## src/rtl/tdm_pkg.sv

```systemverilog
// Shared types and constants for the 4-way TDM demultiplexer.
package tdm_pkg;

    localparam int NUM_LANES = 4;
    localparam int SLOT_W    = 2;

    typedef enum logic {
        FILL = 1'b0,
        FULL = 1'b1
    } tdm_state_t;

endpackage : tdm_pkg

```

## src/rtl/tdm_demux4_if.sv

```systemverilog
// Word-stream input and frame output bundle for tdm_demux4.
// The slave side is the demultiplexer; the master side is the producer/consumer pair.
interface tdm_demux4_if #(
    parameter int N       = 8,
    parameter int COUNT_W = 8
);
    import tdm_pkg::*;

    logic [N-1:0]       in_data;
    logic               in_valid;
    logic               in_first;
    logic               in_ready;
    logic [N-1:0]       out0;
    logic [N-1:0]       out1;
    logic [N-1:0]       out2;
    logic [N-1:0]       out3;
    logic               frame_valid;
    logic               frame_ready;
    logic [SLOT_W-1:0]  slot;
    logic               sync_err;
    logic [COUNT_W-1:0] frame_count;

    modport master (
        output in_data, in_valid, in_first, frame_ready,
        input  in_ready, out0, out1, out2, out3, frame_valid, slot, sync_err, frame_count
    );

    modport slave (
        input  in_data, in_valid, in_first, frame_ready,
        output in_ready, out0, out1, out2, out3, frame_valid, slot, sync_err, frame_count
    );

endinterface : tdm_demux4_if

```

## src/rtl/demux_lane_en.sv

```systemverilog
// One-hot lane write-enable decoder, gated by the accept strobe.
module demux_lane_en
    import tdm_pkg::*;
(
    input  logic [SLOT_W-1:0]    i_slot,
    input  logic                 i_accept,
    output logic [NUM_LANES-1:0] o_en
);

    // decode the target slot into a single lane enable
    always_comb begin
        o_en = '0;
        if (i_accept) begin
            case (i_slot)
                2'd0:    o_en = 4'b0001;
                2'd1:    o_en = 4'b0010;
                2'd2:    o_en = 4'b0100;
                default: o_en = 4'b1000;
            endcase
        end
    end

endmodule : demux_lane_en

```

## src/rtl/tdm_demux4.sv

```systemverilog
// 4-way TDM demultiplexer: steers a serial word stream round-robin into four
// lane registers and presents each completed set as a frame.
//
// state | meaning
// FILL  | collecting words into lanes; in_ready=1
// FULL  | complete frame held on out0..out3; waits for frame_ready
module tdm_demux4
    import tdm_pkg::*;
#(
    parameter int N       = 8,
    parameter int COUNT_W = 8
) (
    input  logic           clk,
    input  logic           rst,
    tdm_demux4_if.slave    bus
);

    tdm_state_t          r_state;
    tdm_state_t          w_state_nxt;
    logic [SLOT_W-1:0]   r_slot;
    logic [SLOT_W-1:0]   w_slot_nxt;
    logic [SLOT_W-1:0]   w_wr_slot;
    logic [N-1:0]        r_lane [NUM_LANES];
    logic                r_sync_err;
    logic [COUNT_W-1:0]  r_frame_count;
    logic                w_ready;
    logic                w_accept;
    logic                w_deliver;
    logic [NUM_LANES-1:0] w_lane_en;

    assign w_ready   = (r_state == FILL) | bus.frame_ready;
    assign w_accept  = bus.in_valid & w_ready;
    assign w_deliver = (r_state == FULL) & bus.frame_ready;

    // A realignment marker always restarts at lane 0; in FULL slot is already 0.
    assign w_wr_slot = bus.in_first ? '0 : r_slot;

    demux_lane_en u_lane_en (
        .i_slot   (w_wr_slot),
        .i_accept (w_accept),
        .o_en     (w_lane_en)
    );

    // state register
    always_ff @(posedge clk) begin
        if (rst) r_state <= FILL;
        else     r_state <= w_state_nxt;
    end

    // next-state and next-slot logic
    always_comb begin
        w_state_nxt = r_state;
        w_slot_nxt  = r_slot;
        case (r_state)
            FILL: begin
                if (w_accept) begin
                    if (bus.in_first) begin
                        w_slot_nxt = 2'd1;
                    end else if (r_slot == 2'd3) begin
                        w_slot_nxt  = 2'd0;
                        w_state_nxt = FULL;
                    end else begin
                        w_slot_nxt = r_slot + 2'd1;
                    end
                end
            end
            FULL: begin
                if (bus.frame_ready) begin
                    w_state_nxt = FILL;
                    if (w_accept) w_slot_nxt = 2'd1;
                end
            end
            default: begin
                w_state_nxt = FILL;
                w_slot_nxt  = '0;
            end
        endcase
    end

    // slot pointer, realignment error pulse and delivered-frame counter
    always_ff @(posedge clk) begin
        if (rst) begin
            r_slot        <= '0;
            r_sync_err    <= 1'b0;
            r_frame_count <= '0;
        end else begin
            r_slot     <= w_slot_nxt;
            r_sync_err <= w_accept & bus.in_first & (r_state == FILL) & (r_slot != 2'd0);
            if (w_deliver) r_frame_count <= r_frame_count + COUNT_W'(1);
        end
    end

    // lane registers; never cleared after consumption
    always_ff @(posedge clk) begin
        if (rst) begin
            for (int i = 0; i < NUM_LANES; i++) r_lane[i] <= '0;
        end else begin
            for (int i = 0; i < NUM_LANES; i++) begin
                if (w_lane_en[i]) r_lane[i] <= bus.in_data;
            end
        end
    end

    assign bus.in_ready    = w_ready;
    assign bus.frame_valid = (r_state == FULL);
    assign bus.slot        = r_slot;
    assign bus.sync_err    = r_sync_err;
    assign bus.frame_count = r_frame_count;
    assign bus.out0        = r_lane[0];
    assign bus.out1        = r_lane[1];
    assign bus.out2        = r_lane[2];
    assign bus.out3        = r_lane[3];

endmodule : tdm_demux4

```

## src/flat_wrapper.sv

```systemverilog
// flat-port wrapper written by rule: the top's interface ports become plain ports
module tdm_demux4_flat import tdm_pkg::*;
#(
    parameter int N       = 8,
    parameter int COUNT_W = 8
)
  (clk, rst, bus_in_data, bus_in_valid, bus_in_first, bus_frame_ready, bus_in_ready, bus_out0, bus_out1, bus_out2, bus_out3, bus_frame_valid, bus_slot, bus_sync_err, bus_frame_count);
  tdm_demux4_if #(.N(N), .COUNT_W(COUNT_W)) bus_i ();
  input  logic clk;
  input  logic rst;
  input wire logic [$bits(bus_i.in_data)-1:0] bus_in_data;
  input wire logic [$bits(bus_i.in_valid)-1:0] bus_in_valid;
  input wire logic [$bits(bus_i.in_first)-1:0] bus_in_first;
  input wire logic [$bits(bus_i.frame_ready)-1:0] bus_frame_ready;
  output wire logic [$bits(bus_i.in_ready)-1:0] bus_in_ready;
  output wire logic [$bits(bus_i.out0)-1:0] bus_out0;
  output wire logic [$bits(bus_i.out1)-1:0] bus_out1;
  output wire logic [$bits(bus_i.out2)-1:0] bus_out2;
  output wire logic [$bits(bus_i.out3)-1:0] bus_out3;
  output wire logic [$bits(bus_i.frame_valid)-1:0] bus_frame_valid;
  output wire logic [$bits(bus_i.slot)-1:0] bus_slot;
  output wire logic [$bits(bus_i.sync_err)-1:0] bus_sync_err;
  output wire logic [$bits(bus_i.frame_count)-1:0] bus_frame_count;
  assign bus_i.in_data = bus_in_data;
  assign bus_i.in_valid = bus_in_valid;
  assign bus_i.in_first = bus_in_first;
  assign bus_i.frame_ready = bus_frame_ready;
  assign bus_in_ready = bus_i.in_ready;
  assign bus_out0 = bus_i.out0;
  assign bus_out1 = bus_i.out1;
  assign bus_out2 = bus_i.out2;
  assign bus_out3 = bus_i.out3;
  assign bus_frame_valid = bus_i.frame_valid;
  assign bus_slot = bus_i.slot;
  assign bus_sync_err = bus_i.sync_err;
  assign bus_frame_count = bus_i.frame_count;
  tdm_demux4 #(.N(N), .COUNT_W(COUNT_W)) u_core (.clk(clk), .rst(rst), .bus(bus_i));
endmodule
```

## config.mk

```make
export PLATFORM = sky130hd
export DESIGN_NAME = tdm_demux4_flat
export DESIGN_NICKNAME = d
export VERILOG_FILES = /design/src/rtl/tdm_pkg.sv /design/src/rtl/tdm_demux4_if.sv /design/src/rtl/demux_lane_en.sv /design/src/rtl/tdm_demux4.sv /design/src/flat_wrapper.sv
export SDC_FILE = /design/constraint.sdc
export NUM_CORES = 1
export LEC_CHECK = 0
export CAP_MARGIN = 30
export CORE_ASPECT_RATIO = 0.7
export CORE_UTILIZATION = 45
export CTS_BUF_LIST = sky130_fd_sc_hd__clkbuf_16
export CTS_CLUSTER_SIZE = 16
export DETAILED_ROUTE_END_ITERATION = 6
export PLACE_DENSITY_LB_ADDON = 0.3
export SYNTH_ARGS = -nofsm -noshare
export SYNTH_HDL_FRONTEND = slang
export SYNTH_SLANG_ARGS = --single-unit
```

## constraint.sdc

```tcl
create_clock -name clk -period 2.1 [get_ports clk]
set_input_delay 0.315 -clock clk [delete_from_list [all_inputs] [get_ports clk]]
set_output_delay 0.315 -clock clk [all_outputs]
set_load 0.01 [all_outputs]
```

==> impl_metrics.xml <==
<?xml version="1.0" encoding="UTF-8"?>
<metrics>
  <group name="critical_path">
    <metric name="reg2regPathDepth" unit="">3</metric>
    <metric name="cp_data_arrival_time" unit="ns">1.65</metric>
    <metric name="timing.critical_path.from" unit="">bus_frame_ready</metric>
    <metric name="rr_startpoint" unit="">u_core.bus.frame_valid</metric>
    <metric name="path_class" unit="">primary input to output port</metric>
    <metric name="critical_path.endpoint_type" unit="">output port</metric>
    <metric name="worst-path-max-fanout" unit="">8</metric>
    <metric name="timing.critical_path.from_type" unit="">primary input</metric>
    <metric name="worst_ep_required_time" unit="ns">1.78</metric>
  </group>
  <group name="synth">
    <metric name="synthFlopType" unit="">sky130_fd_sc_hd__edfxtp_1</metric>
    <metric name="syn_inst" unit="">145</metric>
    <metric name="synthArstFlopShare" unit="%">0</metric>
    <metric name="synth_sequential_area_ratio" unit="%">69.4</metric>
    <metric name="syn_area_per_cell" unit="um^2">11.9</metric>
    <metric name="synth_top_cell_by_area" unit="">sky130_fd_sc_hd__edfxtp_1</metric>
    <metric name="synth_fp_nets" unit="">161</metric>
    <metric name="post_synth_main_area_contributors" unit="">sky130_fd_sc_hd__edfxtp_1 (56%), sky130_fd_sc_hd__dfxtp_1 (14%), sky130_fd_sc_hd__nor2_1 (7.6%), sky130_fd_sc_hd__nand2b_1 (4.7%), sky130_fd_sc_hd__a21oi_1 (2.6%)</metric>
    <metric name="synth_area" unit="mm^2">0.00173</metric>
    <metric name="synthesis.yosys.warnings" unit="">0</metric>
    <metric name="synth-seq-cells" unit="">44</metric>
    <metric name="number_of_synthesized_flops_with_an_enable_pin" unit="">32</metric>
    <metric name="distinct_cell_type_count_of_the_synthesized_netlist" unit="">27</metric>
    <metric name="synth_top_area_share" unit="%">55.5</metric>
  </group>
  <group name="route">
    <metric name="detailedRoute.firstPassIterationCount" unit="">4</metric>
    <metric name="final_ant_viol_nets" unit="">0</metric>
    <metric name="detailedRoute.firstIterationViolations" unit="">56</metric>
    <metric name="postRouteWirelength" unit="mm">3.84</metric>
    <metric name="wire_per_inst" unit="um">14.7</metric>
    <metric name="vias" unit="">1347</metric>
    <metric name="vias_per_cell" unit="">5.14</metric>
    <metric name="route.detailed.drc" unit="">0</metric>
  </group>
  <group name="finish">
    <metric name="layout_common_cells" unit="">sky130_fd_sc_hd__clkdlybuf4s50_1 (57), sky130_fd_sc_hd__nor2_1 (35), sky130_fd_sc_hd__edfxtp_1 (32), sky130_fd_sc_hd__nand2b_1 (13), sky130_fd_sc_hd__dfxtp_1 (12)</metric>
    <metric name="syn2layout_area_growth" unit="%">47.6</metric>
    <metric name="layout.cells.most_common" unit="">sky130_fd_sc_hd__clkdlybuf4s50_1</metric>
    <metric name="fillers" unit="">235</metric>
    <metric name="nNetsFinal" unit="">227</metric>
    <metric name="final_core_util" unit="%">70.9</metric>
    <metric name="regArea" unit="mm^2">0.00120</metric>
    <metric name="num_antenna_cells" unit="">0</metric>
    <metric name="multi_input_comb_area" unit="um^2">498</metric>
    <metric name="layout-drive-gt1-share" unit="%">7.08</metric>
  </group>
  <group name="die">
    <metric name="die_h" unit="um">53.9</metric>
    <metric name="core_area" unit="mm^2">0.00360</metric>
    <metric name="io_pins" unit="">58</metric>
    <metric name="initial_core_util" unit="%">48.0</metric>
    <metric name="floorplan.die_area" unit="mm^2">0.00410</metric>
    <metric name="placement_rows" unit="">18</metric>
    <metric name="dieWidth" unit="um">76.1</metric>
  </group>
  <group name="placement">
    <metric name="place_hpwl" unit="mm">2.90</metric>
    <metric name="gp_congestion" unit="">0.795</metric>
    <metric name="placement.io_buffers" unit="">57</metric>
    <metric name="dp_worst_setup_slack" unit="ns">0.140</metric>
  </group>
  <group name="sta">
    <metric name="timing.final.crit_period" unit="ns">1.96</metric>
    <metric name="setup_repair_after_global_routing_missed_its_margin" unit="">no</metric>
    <metric name="worst-slew-pin-transition" unit="ns">0.485</metric>
    <metric name="timing.slew.headroom" unit="%">67.6</metric>
    <metric name="final.hold.worst_slack" unit="ns">0.489</metric>
    <metric name="report.final.setup_viol" unit="">0</metric>
    <metric name="report.final.hold_viol_count" unit="">0</metric>
    <metric name="final_min_period_over_clock_period" unit="%">93.5</metric>
    <metric name="worst_slack_setup_final" unit="ns">0.137</metric>
    <metric name="finalClockSkew" unit="ns">0.00692</metric>
    <metric name="drv_slew" unit="">0</metric>
    <metric name="fin_setup_tns" unit="ns">0</metric>
    <metric name="fmax" unit="MHz">509</metric>
  </group>
  <group name="status">
    <metric name="run_status" unit="">finished clean</metric>
  </group>
  <group name="cts">
    <metric name="clkTransAtPathRegs" unit="ns">0.05</metric>
    <metric name="clock_sinks" unit="">44</metric>
    <metric name="cts_tree" unit="">done</metric>
    <metric name="clock-root-buffer" unit="">sky130_fd_sc_hd__clkbuf_16</metric>
    <metric name="tritoncts_buffer_count" unit="">5</metric>
    <metric name="cts_htree_levels" unit="">2</metric>
    <metric name="clk_latency" unit="ns">0.28</metric>
    <metric name="ctsLongestPathBuffers" unit="">2</metric>
    <metric name="post_cts_resize_count" unit="">0</metric>
    <metric name="hold_bufs_at_cts" unit="">0</metric>
    <metric name="cts.repair_timing.setup_buffer_count" unit="">0</metric>
  </group>
  <group name="power_and_ir_drop">
    <metric name="cellPowerDensity" unit="mW/mm^2">786</metric>
    <metric name="static-leakage-power" unit="uW">0.000906</metric>
    <metric name="ir_worst_vdd" unit="mV">0.536</metric>
  </group>
  <group name="global_route">
    <metric name="number_of_global_route_vias_before_repair" unit="">1267</metric>
    <metric name="grt_use_total" unit="%">19.9</metric>
    <metric name="globalRoute.totalOverflow" unit="">0</metric>
    <metric name="antenna_found_initial" unit="">0</metric>
    <metric name="pin_count_of_the_biggest_net_entering_global_routing" unit="">18</metric>
    <metric name="first_pass_grt_wire_length" unit="mm">5.75</metric>
  </group>
  <group name="hold_path">
    <metric name="hold_path_class" unit="">flip-flop to flip-flop</metric>
    <metric name="min_from" unit="">u_core.bus.frame_count[7]</metric>
    <metric name="worstHoldPathCells" unit="">2</metric>
  </group>
  <group name="flow_run">
    <metric name="maxCapViolCount" unit="">0</metric>
  </group>
</metrics>
registers in the layout, summed over array words and instances (netlist names):
signal,count
u_core.r_lane,32
u_core.bus.frame_count,8
u_core.bus.slot,2
u_core.bus.frame_valid,1
u_core.bus.sync_err,1
per-layer routing:
layer	global-route usage, %	vias up	part of all wire [%]
li1	-	641	-
met1	22.1	632	43
met2	34.1	66	47
met3	7.29	8	7.9
met4	12.5	0	2.2
met5	0	-	0
path summary, 6_finish.rpt:
| check | end | slack (ns) |
|---|---|---|
| max | bus_in_ready | 0.14 |
| min reg2reg | u_core.bus.frame_count[7] | 0.49 |
| max reg2reg | u_core.r_lane[3][0] | 0.62 |
| min | u_core.bus.frame_count[7] | 0.49 |
cells by family after synthesis:
group | synth area share, %
and+or+nand+nor | 20.1
DFF | 69.4
AOI/OAI and AO/OA | 5.50
buffers and inverters | 1.81
adders and majority gates | 2.17
xor gates and xnor gates | 1.01
synth_stat cells (2+ instances only):
cell                        n
sky130_fd_sc_hd__nand4_1    4
sky130_fd_sc_hd__ha_1       3
sky130_fd_sc_hd__nor2_1    35
sky130_fd_sc_hd__or3_1      2
sky130_fd_sc_hd__a21oi_1    9
sky130_fd_sc_hd__dfxtp_1   12
sky130_fd_sc_hd__edfxtp_1  32
sky130_fd_sc_hd__nand3_1    3
sky130_fd_sc_hd__nand2_1    6
sky130_fd_sc_hd__or3_2      2
sky130_fd_sc_hd__clkbuf_1   3
sky130_fd_sc_hd__o21ai_0    4
sky130_fd_sc_hd__nand2b_1  13
sky130_fd_sc_hd__inv_1      4
power by group:
group	switching, uW	total (uW)	internal [uW]
sequential	14.4	982	968
clock	293	845	552
combinational	84.3	180	96.1
critical path, cell delays in order:
cell and delay, ns:
sky130_fd_sc_hd__clkdlybuf4s50_1 0.47, sky130_fd_sc_hd__nand2b_1 0.26, sky130_fd_sc_hd__clkdlybuf4s50_1 0.60
cell type report:
class,count,area share (%)
flip-flops and latches,44,47.0
repair buffers,63,24.1
inverters,4,0.588
clock inverters,3,1.47
clock buffers,5,4.90
well taps,50,2.45
multi-input cells,93,19.5
per-stage QoR:
step / power [uW] / std cells / instance area (um^2)
detailed placement: 1180 / 254 / 2390
CTS: 2020 / 262 / 2550
global route: 2070 / 262 / 2550
global placement: 1180 / 254 / 2390
floorplan: 1060 / 145 / 1730
finish: 2010 / 262 / 2550
(Power assumes the default switching activity.)
